[src/rtl/out_port_buffer.sv]
// Output-port buffer: captures processor OUT writes into a small FWFT FIFO,
// drains them to a device over valid/ready and mirrors the last accepted value.
module out_port_buffer #(
  parameter int DATA_W = 16,
  parameter int DEPTH  = 8,
  parameter int ADDR_W = 3
) (
  input  logic              clk,
  input  logic              reset,
  input  logic              out_we,
  input  logic [DATA_W-1:0] out_data,
  output logic              stall_out,
  output logic              dev_valid,
  output logic [DATA_W-1:0] dev_data,
  input  logic              dev_ready,
  output logic [DATA_W-1:0] port_latch,
  output logic [ADDR_W:0]   count,
  output logic              overflow,
  input  logic              clear_ovf
);

  localparam logic [ADDR_W:0] FULL_CNT  = (ADDR_W+1)'(DEPTH);
  localparam logic [ADDR_W:0] STALL_CNT = (ADDR_W+1)'(DEPTH - 1);

  logic [DATA_W-1:0] r_mem [DEPTH];
  logic [ADDR_W-1:0] r_wr_ptr;
  logic [ADDR_W-1:0] r_rd_ptr;
  logic [ADDR_W:0]   r_count;
  logic [DATA_W-1:0] r_port_latch;
  logic              r_overflow;

  logic              w_full;
  logic              w_push;
  logic              w_drop;
  logic              w_pop;
  logic [ADDR_W:0]   w_count_nxt;

  // Fullness uses the registered count only, so a pop never frees a slot
  // for a push in the same cycle.
  assign w_full = (r_count == FULL_CNT);
  assign w_push = out_we && !w_full;
  assign w_drop = out_we && w_full;
  assign w_pop  = dev_valid && dev_ready;

  // NOTE: every always_comb output gets a default first, so no path leaves it
  // unassigned and no latch is inferred.
  always_comb begin
    w_count_nxt = r_count;
    unique case ({w_push, w_pop})
      2'b10:   w_count_nxt = r_count + (ADDR_W+1)'(1);
      2'b01:   w_count_nxt = r_count - (ADDR_W+1)'(1);
      default: w_count_nxt = r_count;
    endcase
  end

  // NOTE: sequential state uses non-blocking assignments so every register
  // samples pre-edge values regardless of statement order.
  always_ff @(posedge clk or negedge reset) begin
    if (!reset) begin
      r_wr_ptr     <= '0;
      r_rd_ptr     <= '0;
      r_count      <= '0;
      r_port_latch <= '0;
      r_overflow   <= 1'b0;
    end else begin
      r_count <= w_count_nxt;
      if (w_push) begin
        r_wr_ptr     <= r_wr_ptr + ADDR_W'(1);
        r_port_latch <= out_data;
      end
      if (w_pop) begin
        r_rd_ptr <= r_rd_ptr + ADDR_W'(1);
      end
      if (w_drop) begin
        r_overflow <= 1'b1;
      end else if (clear_ovf) begin
        r_overflow <= 1'b0;
      end
    end
  end

  // NOTE: the storage array has no reset; occupancy is tracked by count, so
  // stale contents are never presented as valid.
  always_ff @(posedge clk) begin
    if (w_push) begin
      r_mem[r_wr_ptr] <= out_data;
    end
  end

  assign dev_valid  = (r_count != '0);
  assign dev_data   = r_mem[r_rd_ptr];
  // One slot of headroom remains for an OUT already in flight when stall rises.
  assign stall_out  = (r_count >= STALL_CNT);
  assign count      = r_count;
  assign port_latch = r_port_latch;
  assign overflow   = r_overflow;

endmodule

[config.mk]
export PLATFORM = sky130hd
export DESIGN_NAME = out_port_buffer
export DESIGN_NICKNAME = d
export VERILOG_FILES = /design/src/rtl/out_port_buffer.sv
export SDC_FILE = /design/constraint.sdc
export NUM_CORES = 1
export LEC_CHECK = 0
export BUFFER_PORTS_ARGS = -buffer_cell sky130_fd_sc_hd__buf_2
export CAP_MARGIN = 20
export CORE_ASPECT_RATIO = 0.7
export CORE_MARGIN = 2
export CORE_UTILIZATION = 23
export DETAILED_ROUTE_END_ITERATION = 6
export MAX_ROUTING_LAYER = met4
export PLACE_DENSITY = 0.35
export REMOVE_ABC_BUFFERS = 1
export SLEW_MARGIN = 20
export SYNTH_ARGS = -nofsm -noshare
export SYNTH_HDL_FRONTEND = slang
export SYNTH_SLANG_ARGS = --single-unit
[constraint.sdc]
create_clock -name clk -period 3.6 [get_ports clk]
set_input_delay 0.18 -clock clk [delete_from_list [all_inputs] [get_ports clk]]
set_output_delay 0.18 -clock clk [all_outputs]
set_load 0.005 [all_outputs]
==> metrics.cfg, run 1 <==
[clock_tree]
clock-sinks = 155
cts_setup_buffers = 0
path_clk_slew_ns = 0.06
root_buffer = clkbuf_16
ctsHoldBuffers = 2
htree_levels = 4
cts_buffers = 17
cts_tree = done
clk_latency_ns = 0.42
cts_buffer_depth = 2
cts_resized = 0

[power]
leakage_nw = 2.62
p_total_w = 0.00612
pwr-share-seq = 0.408
p_per_area_nw_per_um2 = 807
power_frac_comb = 0.283
clkPwrFrac = 0.308
power.switching_w = 0.00176
ir_drop_uv = 327
swShare = 0.288
intPower_w = 0.00436

[grt]
grt_overflow = 0
grt_usage = 0.112
antenna_found_initial = 0
grt_pass1_wl_um = 21400
grt_max_degree = 33
first_global_vias = 3196

[setup_path]
worst-r2r-setup-slack_ns = 0.80
cp_data_arrival_time_ns = 3.09
cp_max_fo = 11
crit_required_ns = 3.89
worst_setup_path_end_kind = register
worst_setup_path_start_kind = register
critPathKind = register to register

[floorplan]
initial_utilization = 0.237
core_area_um2 = 25900
die-area_um2 = 28000
die_x_um = 199
die_h_um = 141
num_rows = 49
num_io_pins = 60

[detailed_routing]
finalWirelength_um = 14300
drtIter0Drc = 169
vias = 2957
firstDrtPassIters = 4
post_drt_wl_per_cell_um = 19.4
drc_errors = 0
postRouteAntennaNets = 0
vias_per_cell = 4.02

[sta]
tns_ns = 0
relSlewSlack = 0.362
fin_crit_sh = 0.779
slew_viol_final = 0
fmax_mhz = 357
fin_ws_ns = 0.797
rsz0062_at_grt = no
timing_worst_slew_pin_value_ns = 0.957
min_period_ns = 2.80
setup_viol = 0
finalHoldViolations = 0
skew_ns = 0.00749

[flow_run]
maxCapViolCount = 0

[yosys]
synth_area_leaders = edfxtp_1, mux4_2, dfrtp_1, mux2_2, mux2_4
ys.flop_type = edfxtp_1
synthArstFlopShare = 0.174
ys_types = 38
syn_area_um2 = 6140
synth_seq_cells = 155
synth_edf_count = 128
yosysSeqAreaShare = 0.737
synth_area_leader_cell = edfxtp_1
postSynthCellCount = 286
synth_top_area_frac = 0.626
synth_warnings = 0
avgSynthCellArea_um2 = 21.5

[status]
status = complete, no violations

[placement]
numPortBuffers = 59
gp_congestion = 0.692
dp_slack_ns = 0.791
dp_hpwl_um = 8860

[worst_hold_path]
hold_class = primary input to register

[cells_and_area]
drive_gt1_frac = 0.468
n_antenna_cell = 0
area_delta_synth_final_pct = 23.6
fin_nets = 391

-- power groups by stage --
stage	Sequential [W]	Combinational (W)	Clock (W)
floorplan	0.00258	0.000950	0
global placement	0.00258	0.00175	0
detailed placement	0.00254	0.00180	0
CTS	0.00251	0.00181	0.00195
global route	0.00254	0.00191	0.00203
finish	0.00250	0.00173	0.00189
-- worst paths after layout --
path | startpoint | to | depth (start not counted)
worst max-delay path | count[0]$_DFFE_PN0P_ | count[3]$_DFFE_PN0P_ | 6
worst min-delay path | dev_ready | r_rd_ptr[2]$_DFFE_PN0P_ | 3
worst max register to register | count[0]$_DFFE_PN0P_ | count[3]$_DFFE_PN0P_ | 6
worst min register to register | port_latch[14]$_DFFE_PN0P_ | port_latch[14]$_DFFE_PN0P_ | 1
max in group asynchronous | reset | r_rd_ptr[0]$_DFFE_PN0P_ | 2
min in group asynchronous | reset | port_latch[2]$_DFFE_PN0P_ | 2
-- metrics by stage --
stage                     instances  area, um2   util  hold slack [ns]
final                           735       7580  0.292           0.0496
after global routing            735       7580  0.292           0.0467
after CTS                       735       7580  0.292           0.0276
after detailed placement        701       6940  0.268            0.322
after global placement          699       6920  0.267            0.314
after floorplan                 272       6040      -           -0.116
-- registers in the layout (all words and copies together), names as in the netlist --
| signal | cells |
|---|---|
| r_rd_ptr | 3 |
| port_latch | 16 |
| count | 4 |
| r_mem | 128 |
| overflow | 1 |
| r_wr_ptr | 3 |
-- final cells by class --
class | instances | area [um2]
multi-input cells | 112 | 1530
inverters | 5 | 18.8
fillers | 2560 | 18300
clock buffers | 18 | 429
well taps | 357 | 447
clock inverters | 14 | 195
repair buffers | 74 | 445
flip-flops and latches | 155 | 4520
-- per-layer routing --
metal | wire [um] | track usage | vias up
li1 | - | - | 1323
met1 | 7120 | 0.154 | 1580
met2 | 6560 | 0.163 | 47
met3 | 448 | 0.0301 | 7
met4 | 125 | 0.0306 | 0
met5 | 0 | - | -
-- Yosys cell counts, types with 2 or more instances --
cell type and instances:
inv_1 5, mux2_1 4, nand2_1 2, nand2b_1 2
buf_4 3, buf_2 3, mux2_2 21, xnor2_1 6
clkbuf_1 5, nand3_1 3, dfrtp_1 27, ha_1 5
mux2_4 10, nor2_1 4, or4_1 2, edfxtp_1 128
nor3_1 4, mux4_2 32
-- critical path, stage by stage (launching register included) --
cell and delay (ns):
dfrtp_1 0.49, or4b_4 0.61, nand2_4 0.23, ha_1 0.30
or3b_2 0.50, a2111oi_2 0.37, o221ai_1 0.16
-- cells in the final DEF (no fill, tap or decap), types with 2 or more instances in the layout --
| cell type | instances |
|---|---|
| mux2_1 | 4 |
| nor3_2 | 4 |
| xnor2_1 | 6 |
| edfxtp_1 | 128 |
| nand2b_1 | 2 |
| clkinvlp_4 | 3 |
| dlygate4sd3_1 | 2 |
| buf_4 | 9 |
| inv_6 | 2 |
| nand2_1 | 2 |
| buf_2 | 59 |
| inv_1 | 5 |
| bufinv_16 | 4 |
| clkbuf_16 | 17 |
| clkinv_4 | 3 |
| nand3_1 | 3 |
| mux4_2 | 32 |
| buf_12 | 2 |
| buf_6 | 2 |
| nor2_1 | 4 |
| dfrtp_1 | 26 |
| mux2_2 | 21 |
| mux2_4 | 10 |
| or4_1 | 2 |
| ha_1 | 5 |
-- kinds of logic (layout without fill, tap and decap cells) --
family	after synthesis	count (layout)	share of synthesized area
DFF	155	155	0.737
muxes	68	68	0.189
and+or+nand+nor	24	24	0.0243
buffers and inverters	19	111	0.0186
AOI/OAI and AO/OA	8	8	0.0110
xor gates and xnor gates	7	7	0.00999
adders and majority gates	5	5	0.0102
Note: power is estimated with default switching activity, not from simulation.
==> run 2: changes to the inputs <==
--- a/config.mk
+++ b/config.mk
@@ -12,7 +12,7 @@
 export CORE_UTILIZATION = 23
 export DETAILED_ROUTE_END_ITERATION = 6
 export MAX_ROUTING_LAYER = met4
-export PLACE_DENSITY = 0.35
+export PLACE_DENSITY = 0.36
 export REMOVE_ABC_BUFFERS = 1
 export SLEW_MARGIN = 20
 export SYNTH_ARGS = -nofsm -noshare
==> constraint.sdc (replaced) <==
create_clock -name clk -period 2.3 [get_ports clk]
set_input_delay 0.115 -clock clk [delete_from_list [all_inputs] [get_ports clk]]
set_output_delay 0.115 -clock clk [all_outputs]
set_load 0.005 [all_outputs]
==> metrics.cfg, run 2 (synthesized netlist as in run 1, its figures left out) <==
[sta]
slew_viol_final = 0
finalHoldViolations = 0
tns_ns = 0
rsz0062_at_grt = yes
timing_worst_slew_pin_value_ns = 0.856
fin_crit_sh = 0.980
hold_ws_ns = 0.0183
skew_ns = 0.00849
setup_viol = 0
fmax_mhz = 444
min_period_ns = 2.25
relSlewSlack = 0.429

[detailed_routing]
vias_per_cell = 4.04
drc_errors = 0
firstDrtPassIters = 4
post_drt_wl_per_cell_um = 18.7
postRouteAntennaNets = 0
finalWirelength_um = 14500
vias = 3130
drtIter0Drc = 138

[grt]
antenna_found_initial = 0
grt_overflow = 0
grt_max_degree = 28
first_global_vias = 3381
grt_usage = 0.113
grt_pass1_wl_um = 21800

[cells_and_area]
largest-register = r_mem
n_antenna_cell = 0
drive_gt1_frac = 0.494
largest_reg_flops = 128
fin_nets = 430
area_delta_synth_final_pct = 30.5
final_common_cell = edfxtp_1
final_cell_mix = edfxtp_1, buf_2, mux4_2, buf_4, dfrtp_1

[setup_path]
r2r-start = count[1]$_DFFE_PN0P_
worst_setup_path_start_kind = register
worst_setup_path_end_kind = register
crit_required_ns = 2.58
worstRegToRegCells = 6
cp_data_arrival_time_ns = 2.53
crit_end = count[3]$_DFFE_PN0P_
worst-r2r-setup-slack_ns = 0.05
r2r-end = count[3]$_DFFE_PN0P_
cp_max_fo = 3
cp-startpoint = count[1]$_DFFE_PN0P_
critPathKind = register to register

[clock_tree]
clock-sinks = 155
cts_buffers = 17
htree_levels = 4
clk_latency_ns = 0.42
root_buffer = clkbuf_16
cts_buffer_depth = 2
cts_tree = done
path_clk_slew_ns = 0.07

[power]
ir_drop_uv = 516
leakage_nw = 2.83
p_per_area_nw_per_um2 = 1250

[placement]
dp_hpwl_um = 9090
gp_congestion = 0.684
numPortBuffers = 59

[floorplan]
core_area_um2 = 25900
num_io_pins = 60
die-area_um2 = 28000
num_rows = 49
initial_utilization = 0.237
die_h_um = 141
die_x_um = 199

[status]
status = complete, no violations

[worst_hold_path]
hold_class = primary input to register

[flow_run]
maxCapViolCount = 0

==> run 2: worst min-delay path by stage <==
stage | start | to | cells after the start
detailed placement | reset | port_latch[13]$_DFFE_PN0P_ | 1
CTS | dev_ready | r_rd_ptr[2]$_DFFE_PN0P_ | 3
floorplan | reset | count[0]$_DFFE_PN0P_ | 0
global placement | reset | port_latch[13]$_DFFE_PN0P_ | 1
global route | out_data[6] | r_mem[7][6]$_DFFE_PP_ | 1
finish | out_data[6] | r_mem[7][6]$_DFFE_PP_ | 1
==> run 2: worst max-delay path, cell delays in order (launching register included) <==
cell and delay [ns]:
dfrtp_1 0.39, or4b_4 0.56, nand2_4 0.11, ha_4 0.13, or3b_2 0.46, a2111oi_2 0.30, o221ai_1 0.15
==> run 2: what timing repair did <==
item	in CTS	in global routing
hold buffers	16	0
setup buffers	4	0
setup endpoints to repair	15	2
gates resized for setup	7	5
endpoints found under the hold margin	131	0
gates cloned	0	0
pin swaps	5	5
==> run 2: layer usage <==
layer  routed length (um)  global-route usage  vias to the layer above
li1                     -                   -                     1403
met1                 7190               0.155                     1660
met2                 6670               0.166                       56
met3                  450              0.0278                       11
met4                  170              0.0373                        0
met5                    0                   -                        -
==> run 2: final cells by class <==
type	count	area (um2)
Clock buffer	20	447
Clock inverter	12	196
Fill cell	2565	17900
Inverter	5	21.3
Multi-Input combinational cell	112	1570
Sequential cell	155	4520
Tap cell	357	447
Timing Repair Buffer	113	807
==> run 2: report_power, final <==
| group | switching, W | leakage, nW | internal (W) | total, W |
|---|---|---|---|---|
| logic | 0.00149 | 1.05 | 0.00169 | 0.00318 |
| registers | 0.000232 | 1.48 | 0.00356 | 0.00379 |
| clock network | 0.00110 | 0.309 | 0.00195 | 0.00305 |
| total | 0.00282 | 2.83 | 0.00720 | 0.0100 |
==> run 2: per-stage QoR <==
step	total power, W	std cells	util	worst slack [ns]	instance area (um2)
6_report	0.0100	774	0.309	0.0471	8010
5_1_grt	0.0106	774	0.309	-0.0740	8010
4_1_cts	0.0102	774	0.308	-0.00794	7990
3_5_place_dp	0.00702	722	0.275	-0.0811	7130
3_3_place_gp	0.00698	722	0.275	-0.0322	7130
2_1_floorplan	0.00553	272	-	-0.593	6040
